## config.mk

```make
export PLATFORM = sky130hd
export DESIGN_NAME = bsg_dramsim3_bw_requester
export DESIGN_NICKNAME = d
export VERILOG_FILES = /design/src/rtl/bsg_dramsim3_bw_pkg.sv /design/src/rtl/bsg_counter_up_down.sv /design/src/rtl/bsg_dramsim3_bw_stats.sv /design/src/rtl/bsg_dramsim3_bw_requester.sv
export SDC_FILE = /design/constraint.sdc
export NUM_CORES = 1
export LEC_CHECK = 0
export CAP_MARGIN = 40
export CORE_AREA = 2 2 357 359
export CTS_CLUSTER_DIAMETER = 30
export DETAILED_ROUTE_END_ITERATION = 10
export DIE_AREA = 0 0 359 361
export MAX_ROUTING_LAYER = met4
export SETUP_SLACK_MARGIN = 0.2
export SYNTH_ARGS = -nofsm -noshare
export SYNTH_HDL_FRONTEND = slang
export SYNTH_HIERARCHICAL = 1
export SYNTH_SLANG_ARGS = --single-unit
```

## constraint.sdc

```tcl
create_clock -name clk_i -period 14.9 [get_ports clk_i]
set_input_delay 1.49 -clock clk_i [delete_from_list [all_inputs] [get_ports clk_i]]
set_output_delay 1.49 -clock clk_i [all_outputs]
set_load 0.03 [all_outputs]
```

## src/rtl/bsg_dramsim3_bw_pkg.sv

```systemverilog
// Shared types for the DRAMSim3 bandwidth-bench requester: payload view, FSM states, write-pattern lane width.
package bsg_dramsim3_bw_pkg;

   localparam int unsigned lane_width_gp = 32;

   typedef enum logic [1:0] {
      e_idle  = 2'd0,
      e_run   = 2'd1,
      e_drain = 2'd2,
      e_done  = 2'd3
   } bw_state_e;

   // Block index is zero-extended into one pattern lane.
   typedef struct packed {
      logic                     w;
      logic [lane_width_gp-1:0] idx;
   } bw_payload_s;

endpackage

```

## src/rtl/bsg_counter_up_down.sv

```systemverilog
// Up/down occupancy counter with asynchronous active-low reset.
module bsg_counter_up_down
  #(parameter int unsigned max_val_p  = 16
   ,parameter int unsigned init_val_p = 0
   )
   (input  logic                           clk_i
   ,input  logic                           reset_n_i
   ,input  logic                           up_i
   ,input  logic                           down_i
   ,output logic [$clog2(max_val_p+1)-1:0] count_o
   );

   localparam int unsigned width_lp = $clog2(max_val_p+1);

   logic [width_lp-1:0] count_q, count_d;

   always_comb begin
      count_d = count_q + width_lp'(up_i) - width_lp'(down_i);
   end

   always_ff @(posedge clk_i or negedge reset_n_i) begin
      if (!reset_n_i) count_q <= width_lp'(init_val_p);
      else            count_q <= count_d;
   end

   assign count_o = count_q;

endmodule

```

## src/rtl/bsg_dramsim3_bw_stats.sv

```systemverilog
// Bandwidth statistics: saturating command counters, run-cycle timer and read-data XOR checksum.
module bsg_dramsim3_bw_stats
  #(parameter int unsigned ctr_width_p  = 32
   ,parameter int unsigned data_width_p = 256
   )
   (input  logic                    clk_i
   ,input  logic                    reset_n_i
   ,input  logic                    cmd_accept_i
   ,input  logic                    read_inc_i
   ,input  logic                    write_inc_i
   ,input  logic                    run_i
   ,input  logic                    rdata_v_i
   ,input  logic [data_width_p-1:0] rdata_i
   ,output logic [ctr_width_p-1:0]  cycles_o
   ,output logic [ctr_width_p-1:0]  reads_o
   ,output logic [ctr_width_p-1:0]  writes_o
   ,output logic [data_width_p-1:0] checksum_o
   );

   logic                    started_q,  started_d;
   logic [ctr_width_p-1:0]  cycles_q,   cycles_d;
   logic [ctr_width_p-1:0]  reads_q,    reads_d;
   logic [ctr_width_p-1:0]  writes_q,   writes_d;
   logic [data_width_p-1:0] checksum_q, checksum_d;

   always_comb begin
      started_d  = started_q | cmd_accept_i;
      cycles_d   = cycles_q;
      reads_d    = reads_q;
      writes_d   = writes_q;
      checksum_d = checksum_q;
      // Timer starts the cycle after the first accepted command.
      if (started_q && run_i && (cycles_q != '1))
         cycles_d = cycles_q + 1'b1;
      if (read_inc_i && (reads_q != '1))
         reads_d = reads_q + 1'b1;
      if (write_inc_i && (writes_q != '1))
         writes_d = writes_q + 1'b1;
      if (rdata_v_i)
         checksum_d = checksum_q ^ rdata_i;
   end

   always_ff @(posedge clk_i or negedge reset_n_i) begin
      if (!reset_n_i) begin
         started_q  <= 1'b0;
         cycles_q   <= '0;
         reads_q    <= '0;
         writes_q   <= '0;
         checksum_q <= '0;
      end else begin
         started_q  <= started_d;
         cycles_q   <= cycles_d;
         reads_q    <= reads_d;
         writes_q   <= writes_d;
         checksum_q <= checksum_d;
      end
   end

   assign cycles_o   = cycles_q;
   assign reads_o    = reads_q;
   assign writes_o   = writes_q;
   assign checksum_o = checksum_q;

endmodule

```

## src/rtl/bsg_dramsim3_bw_requester.sv

```systemverilog
// Pops trace payloads, issues DRAM read/write commands with write data, bounds outstanding reads,
// then drains and exposes bandwidth statistics.
module bsg_dramsim3_bw_requester
   import bsg_dramsim3_bw_pkg::*;
  #(parameter int unsigned payload_width_p      = 10
   ,parameter int unsigned channel_addr_width_p = 29
   ,parameter int unsigned data_width_p         = 256
   ,parameter int unsigned max_out_p            = 16
   ,parameter int unsigned ctr_width_p          = 32
   )
   (input  logic                            clk_i
   ,input  logic                            reset_n_i
   ,input  logic                            v_i
   ,input  logic [payload_width_p-1:0]      data_i
   ,output logic                            yumi_o
   ,input  logic                            trace_done_i
   ,output logic                            dram_v_o
   ,output logic                            dram_w_o
   ,output logic [channel_addr_width_p-1:0] dram_addr_o
   ,input  logic                            dram_yumi_i
   ,output logic                            dram_data_v_o
   ,output logic [data_width_p-1:0]         dram_data_o
   ,input  logic                            dram_data_yumi_i
   ,input  logic                            dram_rdata_v_i
   ,input  logic [data_width_p-1:0]         dram_rdata_i
   ,output logic                            done_o
   ,output logic [ctr_width_p-1:0]          cycles_o
   ,output logic [ctr_width_p-1:0]          reads_o
   ,output logic [ctr_width_p-1:0]          writes_o
   ,output logic [data_width_p-1:0]         checksum_o
   );

   localparam int unsigned idx_width_lp   = payload_width_p - 1;
   localparam int unsigned addr_shift_lp  = $clog2(data_width_p/8);
   localparam int unsigned lanes_lp       = data_width_p / lane_width_gp;
   localparam int unsigned out_width_lp   = $clog2(max_out_p+1);
   localparam logic [out_width_lp-1:0] max_out_lp = out_width_lp'(max_out_p);

   logic [1:0] rst_sync_q, rst_sync_d;
   logic       rst_n;

   always_comb rst_sync_d = {rst_sync_q[0], 1'b1};

   // Assert asynchronously, release on the clock.
   always_ff @(posedge clk_i or negedge reset_n_i) begin
      if (!reset_n_i) rst_sync_q <= '0;
      else            rst_sync_q <= rst_sync_d;
   end

   assign rst_n = rst_sync_q[1];

   bw_state_e                     state_q, state_d;
   logic                          cmd_sent_q, cmd_sent_d;
   logic                          data_sent_q, data_sent_d;
   logic                          done_q, done_d;
   bw_payload_s                   payload;
   logic [channel_addr_width_p-1:0] idx_ext;
   logic                          active, room, cmd_fire, data_fire;
   logic                          cmd_done, data_done, read_ret;
   logic [out_width_lp-1:0]       out_count;

   always_comb begin
      payload                       = '0;
      payload.w                     = data_i[payload_width_p-1];
      payload.idx[idx_width_lp-1:0] = data_i[idx_width_lp-1:0];
      idx_ext                       = '0;
      idx_ext[idx_width_lp-1:0]     = data_i[idx_width_lp-1:0];
   end

   always_comb begin
      active        = (state_q == e_run) & v_i;
      room          = (out_count < max_out_lp);
      dram_v_o      = active & ~cmd_sent_q & (payload.w | room);
      dram_w_o      = active & payload.w;
      dram_addr_o   = active ? (idx_ext << addr_shift_lp) : '0;
      dram_data_v_o = active & payload.w & ~data_sent_q;
      dram_data_o   = active ? {lanes_lp{payload.idx}} : '0;
      cmd_fire      = dram_v_o & dram_yumi_i;
      data_fire     = dram_data_v_o & dram_data_yumi_i;
      cmd_done      = cmd_sent_q | cmd_fire;
      data_done     = data_sent_q | data_fire;
      // Pop on the cycle the final handshake lands, not the one after.
      yumi_o        = active & (payload.w ? (cmd_done & data_done) : cmd_fire);
      cmd_sent_d    = yumi_o ? 1'b0 : cmd_done;
      data_sent_d   = yumi_o ? 1'b0 : data_done;
      read_ret      = dram_rdata_v_i & (out_count != '0);
   end

   always_comb begin
      state_d = state_q;
      case (state_q)
         e_idle:  if (v_i | trace_done_i)  state_d = e_run;
         e_run:   if (trace_done_i & ~v_i) state_d = e_drain;
         e_drain: if (out_count == '0)     state_d = e_done;
         e_done:                           state_d = e_done;
         default:                          state_d = e_idle;
      endcase
      done_d = (state_d == e_done);
   end

   always_ff @(posedge clk_i or negedge rst_n) begin
      if (!rst_n) begin
         state_q     <= e_idle;
         cmd_sent_q  <= 1'b0;
         data_sent_q <= 1'b0;
         done_q      <= 1'b0;
      end else begin
         state_q     <= state_d;
         cmd_sent_q  <= cmd_sent_d;
         data_sent_q <= data_sent_d;
         done_q      <= done_d;
      end
   end

   assign done_o = done_q;

   bsg_counter_up_down
     #(.max_val_p(max_out_p)
      ,.init_val_p(0)
      )
    outstanding
     (.clk_i    (clk_i)
     ,.reset_n_i(rst_n)
     ,.up_i     (cmd_fire & ~payload.w)
     ,.down_i   (read_ret)
     ,.count_o  (out_count)
     );

   always_ff @(posedge clk_i) begin
      assert (!(rst_n && dram_rdata_v_i && (out_count == '0)))
         else $error("bsg_dramsim3_bw_requester: read data returned with no read outstanding");
   end

   bsg_dramsim3_bw_stats
     #(.ctr_width_p (ctr_width_p)
      ,.data_width_p(data_width_p)
      )
    stats
     (.clk_i       (clk_i)
     ,.reset_n_i   (rst_n)
     ,.cmd_accept_i(cmd_fire)
     ,.read_inc_i  (cmd_fire & ~payload.w)
     ,.write_inc_i (cmd_fire & payload.w)
     ,.run_i       (state_q != e_done)
     ,.rdata_v_i   (read_ret)
     ,.rdata_i     (dram_rdata_i)
     ,.cycles_o    (cycles_o)
     ,.reads_o     (reads_o)
     ,.writes_o    (writes_o)
     ,.checksum_o  (checksum_o)
     );

endmodule

```

Word-level counts from Yosys, hierarchy flattened
Index checks and enable logic that the tools add are counted.
{"block": "totals", "regBits": 365, "in_bits": 273}
{"block": "classes", "eq_ne": 8, "n_mux": 9, "order_cmp": 1, "n_addsub": 5, "n_reduce_logical": 7, "n_bitwise": 23}
{"op": "256-bit bitwise XOR", "count": 1}
{"op": "233-bit 2-to-1 mux", "count": 1}
{"op": "32-bit by 1-bit adder with 32-bit output (second input constant)", "count": 3}
{"op": "32-bit inequality test (second input constant)", "count": 3}
{"op": "14-bit 2-to-1 mux", "count": 1}
{"op": "1-bit bitwise AND", "count": 13}
{"op": "2-bit one-hot mux with 4 select lines", "count": 1}
{"op": "2-bit equality test (second input constant)", "count": 3}
{"op": "2-bit 2-to-1 mux", "count": 3}
{"op": "5-bit by 1-bit adder with 5-bit output", "count": 1}
{"op": "5-bit zero test", "count": 1}
{"op": "5-bit less-than comparator (second input constant)", "count": 1}
{"op": "1-bit bitwise OR", "count": 5}
{"op": "5-bit nonzero test", "count": 1}
{"op": "5-bit by 1-bit subtractor with 5-bit output", "count": 1}
{"op": "1-bit logical AND", "count": 4}
{"op": "1-bit inverter", "count": 4}
{"op": "1-bit 2-to-1 mux", "count": 3}
{"op": "2-bit by 1-bit equality test with 1-bit output (second input constant)", "count": 1}
{"op": "2-bit zero test", "count": 1}
{"op": "2-bit inequality test (second input constant)", "count": 1}

Logic depth before layout (Yosys ltp)
{"block": "logic_depth", "ltp_word": 10, "mapped_depth": 10, "mapped_depth_nobuf": 10}

Hierarchy
Netlist, hierarchy kept.
{"mod": "bsg_dramsim3_bw_stats", "instances": 1, "cells_each": 1237, "seq_area_each_um2": 8833.5, "area_each_um2": 14403.8}
{"mod": "bsg_dramsim3_bw_requester", "instances": 1, "cells_each": 328, "seq_area_each_um2": 175.2, "area_each_um2": 2523.7}
{"mod": "bsg_counter_up_down", "instances": 1, "cells_each": 25, "seq_area_each_um2": 125.1, "area_each_um2": 294.0}

Least setup slack after synthesis
OpenSTA, ideal clock, no wires.
{"block": "synth_timing", "path_type": "input -> output", "startpoint": "input port v_i", "endpoint": "output port dram_data_o[0]", "path_stages": 5, "required_ps": 13410, "path_slack_ps": 10850, "arrival_ps": 2560, "path_cell_list": "and3b_1 -> buf_2 -> buf_6 -> and2_1 -> buf_4"}
{"block": "synth_between", "elab_chain_cells": 2}
{"item": "start, declared", "line": "bsg_dramsim3_bw_requester.sv:13", "source": ",input logic v_i"}
{"item": "1-bit bitwise AND", "line": "bsg_dramsim3_bw_requester.sv:71", "source": "active = (state_q == e_run) & v_i;"}
{"item": "233-bit 2-to-1 mux", "line": "bsg_dramsim3_bw_requester.sv:77", "source": "dram_data_o = active ? {lanes_lp{payload.idx}} : '0;"}
{"item": "end, declared", "line": "bsg_dramsim3_bw_requester.sv:22", "source": ",output logic [data_width_p-1:0] dram_data_o"}
Every way passes these cells.

Final worst setup path
{"block": "layout_timing", "startpoint": "input port v_i", "endpoint": "output port dram_data_v_o"}
{"block": "layout_between", "elab_chain_cells": 3}
{"item": "1-bit bitwise AND", "line": "bsg_dramsim3_bw_requester.sv:71"}
{"item": "1-bit bitwise AND (2 in a row)", "line": "bsg_dramsim3_bw_requester.sv:76", "source": "dram_data_v_o = active & payload.w & ~data_sent_q;"}
{"item": "end, declared", "line": "bsg_dramsim3_bw_requester.sv:21", "source": ",output logic dram_data_v_o"}
Every way passes these cells.

==> summary.md <==
| Metric | Value |
|---|---|
| Initial antenna violation count | 28 |
| Fin. Hold Viols | 0 |
| Top-count cell post-synth | dfrtp_1 |
| Startpoint Class | input pin |
| Routed wl met3 | 9370 µm |
| Syn Area/Cell | 10.8 µm² |
| Fin cells | 4065 |
| Slew @ Worst Pin | 991 ps |
| FMAX | 179 MHz |
| Setup crit end kind | output pin |
| Layout cells sized above 1 | 8.77% |
| Met2 routed WL | 34600 µm |
| CTS resizes | 0 |
| WL final | 73800 µm |
| CTS Buf Count | 112 |
| Yosys warns | 6 |
| Net Switching | 2400 µW |
| Drt pass-1 iters | 5 |
| Critical Path AT | 4110 ps |
| Combinational power share | 35.8% |
| Initial core utilization | 13.7% |
| Yosys top cell by area | dfrtp_1 |
| Worst-Skew Late Latency | 700 ps |
| Die Area | 130000 µm² |
| CTS tree | built |
| Via count | 13200 |
| Post-layout util | 23.2% |
| Synth Register Bits | 365 |
| Synthesized area | 17200 µm² |
| Largest net degree at the start of global routing | 160 |
| Pwr Density | 226 nW/µm² |
| Detailed Place HPWL | 57900 µm |
| DRC | 0 |
| Final GP Congestion | 0.844 |
| Slew Limit Fails | 0 |
| DRT antenna net count | 0 |
| Die Span X | 359 µm |
| Nets | 2596 |
| Vias in the first global route | 13300 |
| IO Port Bufs | 710 |
| Vias per cell | 3.26 |
| Tmin final | 5600 ps |
| Global-route usage over all layers | 11.4% |
| Post-synth top area share | 53.0% |
| CTS root buf | clkbuf_16 |
| Primary FF master, synth | dfrtp_1 |
| Pint | 4170 µW |
| M1 WL | 27700 µm |
| Die Height | 361 µm |
| Row Count | 130 |
| First-pass GRT wire length | 102000 µm |
| Clk sink count | 365 |
| Post-synth top cells | 365 x dfrtp_1, 313 x xnor2_1, 291 x nand2_1 |
| Status | finished, final reports clean |
| Cts-stage hold buffer count | 0 |
| Setup slack after layout | 9300 ps |
| Sw Ratio | 36.5% |
| Drt wl/cell | 18.2 µm |
| Syn Inst Count | 1590 |
| Worst hold slack | 345 ps |
| Core Area | 125000 µm² |
| IO Pins | 915 |
| Clock power frac | 38.5% |
| Setup Buffers After CTS | 0 |
| GRT Residual Overflow | 0 |
| Clk pin slew, worst setup/hold paths | 40 ps |
| Leakage power | 0.0120 µW |
| Synth async-reset ratio | 100% |
| RSZ-0062 raised after global routing | false |
| Worst-path maximum fanout | 17 |
| DR top layer | met4 |
| Sequential power share | 25.7% |
| CP required | 13410 ps |
| Clk_skew | 36.1 ps |
| Place WS | 9130 ps |
| Worst min path class | flop to flop |
| Final setup TNS | 0 ps |
| Final setup vio count | 0 |
| Area Overhead vs Synth | 68.9% |
| Worst rel slew slack | 34.0% |
| Worst VDD drop | 0.125 mV |
| Sequential-to-total area share from yosys stat | 53.0% |
| Final Cycle Share | 37.6% |
| Max-cap violations | 0 |
| Post-synth EDFFs | 0 |
| Max clock buf depth | 3 |
| DP Cell Count | 3850 |
| H-tree levels | 3 |
| Synth top area cells | dfrtp_1 53%, xnor2_1 16%, buf_4 12% |
| DRT iter0 DRCs | 551 |
| Synth unique cells | 60 |
| Critical path class | input pin to output pin |
-- power groups by stage --
stage | clock, µW | sequential, µW | combinational [µW]
after detailed placement | 0 | 1690 | 2390
after global placement | 0 | 1680 | 2390
after CTS | 2600 | 1690 | 2400
final | 2520 | 1690 | 2350
after global routing | 2660 | 1740 | 2500
after floorplan | 0 | 2400 | 550
-- final cells by class --
class	instances	area, µm²
flip-flops and latches	365	9140
fillers	13400	96300
clock buffers	154	3130
clock inverters	53	888
multi-input cells	1098	6560
diodes	8	20.0
inverters	18	67.6
well taps	1650	2060
repair buffers	719	7220
-- logic make-up after synthesis --
logic type                 synth area share (%)
AOI/OAI and AO/OA                          1.61
xor gates and xnor gates                   17.7
adders and majority gates                 0.697
buffers and inverters                      13.3
DFF                                        53.0
muxes                                     0.283
other                                    0.0436
and+or+nand+nor                            13.2
-- layout by cell type (no fill, tap or decap), types with 3 or more instances in the layout --
master / netlist / routed
inv_1: 18 / 18
nand4_1: 41 / 41
nor2_1: 38 / 38
nand3_1: 37 / 37
clkbuf_8: 0 / 17
and3_1: 14 / 14
nand2b_1: 4 / 4
a31oi_1: 6 / 6
mux2_2: 3 / 3
nor4_1: 5 / 5
xnor2_1: 313 / 313
a21oi_1: 7 / 7
ha_1: 8 / 8
diode_2: 0 / 8
clkdlybuf4s50_1: 0 / 710
xor2_1: 36 / 36
clkbuf_1: 27 / 25
or3_1: 3 / 3
nor3_1: 19 / 19
bufinv_16: 0 / 21
clkinv_2: 0 / 20
clkinvlp_4: 0 / 5
dfrtp_1: 365 / 364
clkbuf_16: 0 / 112
nand2_1: 291 / 291
and4_1: 11 / 11
buf_4: 276 / 6
and2_1: 12 / 12
conb_1: 2 / 205
-- worst paths after layout --
| path | from | end | slack [ps] | depth (start not counted) |
|---|---|---|---|---|
| worst max register to register | state_q[1] | stats/writes_o[28] | 11370 | 8 |
| min in group asynchronous | rst_sync_q[1] | stats/checksum_o[174] | 400 | 0 |
| max in group asynchronous | rst_sync_q[1] | stats/checksum_o[237] | 12440 | 2 |
| worst max-delay path | v_i | dram_data_v_o | 9300 | 5 |
| worst min register to register | rst_sync_q[0] | rst_sync_q[1] | 340 | 0 |
| worst min-delay path | rst_sync_q[0] | rst_sync_q[1] | 340 | 0 |
-- through the flow --
stage | instance area [µm²] | total power (µW)
final | 29100 | 6570
after floorplan | 18000 | 2950
after global routing | 29100 | 6890
after detailed placement | 25000 | 4080
after CTS | 29100 | 6690
after global placement | 25000 | 4070
-- flip-flops by register name, summed over array words and instances (netlist names) --
name and flops:
stats/checksum_o 256, stats/cycles_o 32, stats/reads_o 32, stats/writes_o 32
outstanding/count_o 5, rst_sync_q 2, state_q 2, cmd_sent_q 1
data_sent_q 1, done_o 1, stats/started_q 1
-- worst max-delay path: stages --
cell and delay (ps):
clkdlybuf4s50_1 520, and3b_1 670, nand2_1 260, nor2_1 250
clkdlybuf4s50_1 900
-- metal layers --
metal,vias up,track usage [%]
li1,6149,-
met4,0,4.91
met5,-,-
met2,664,17.7
met3,154,6.55
met1,6282,11.9
No activity file was read; power rests on OpenSTA's default activity.
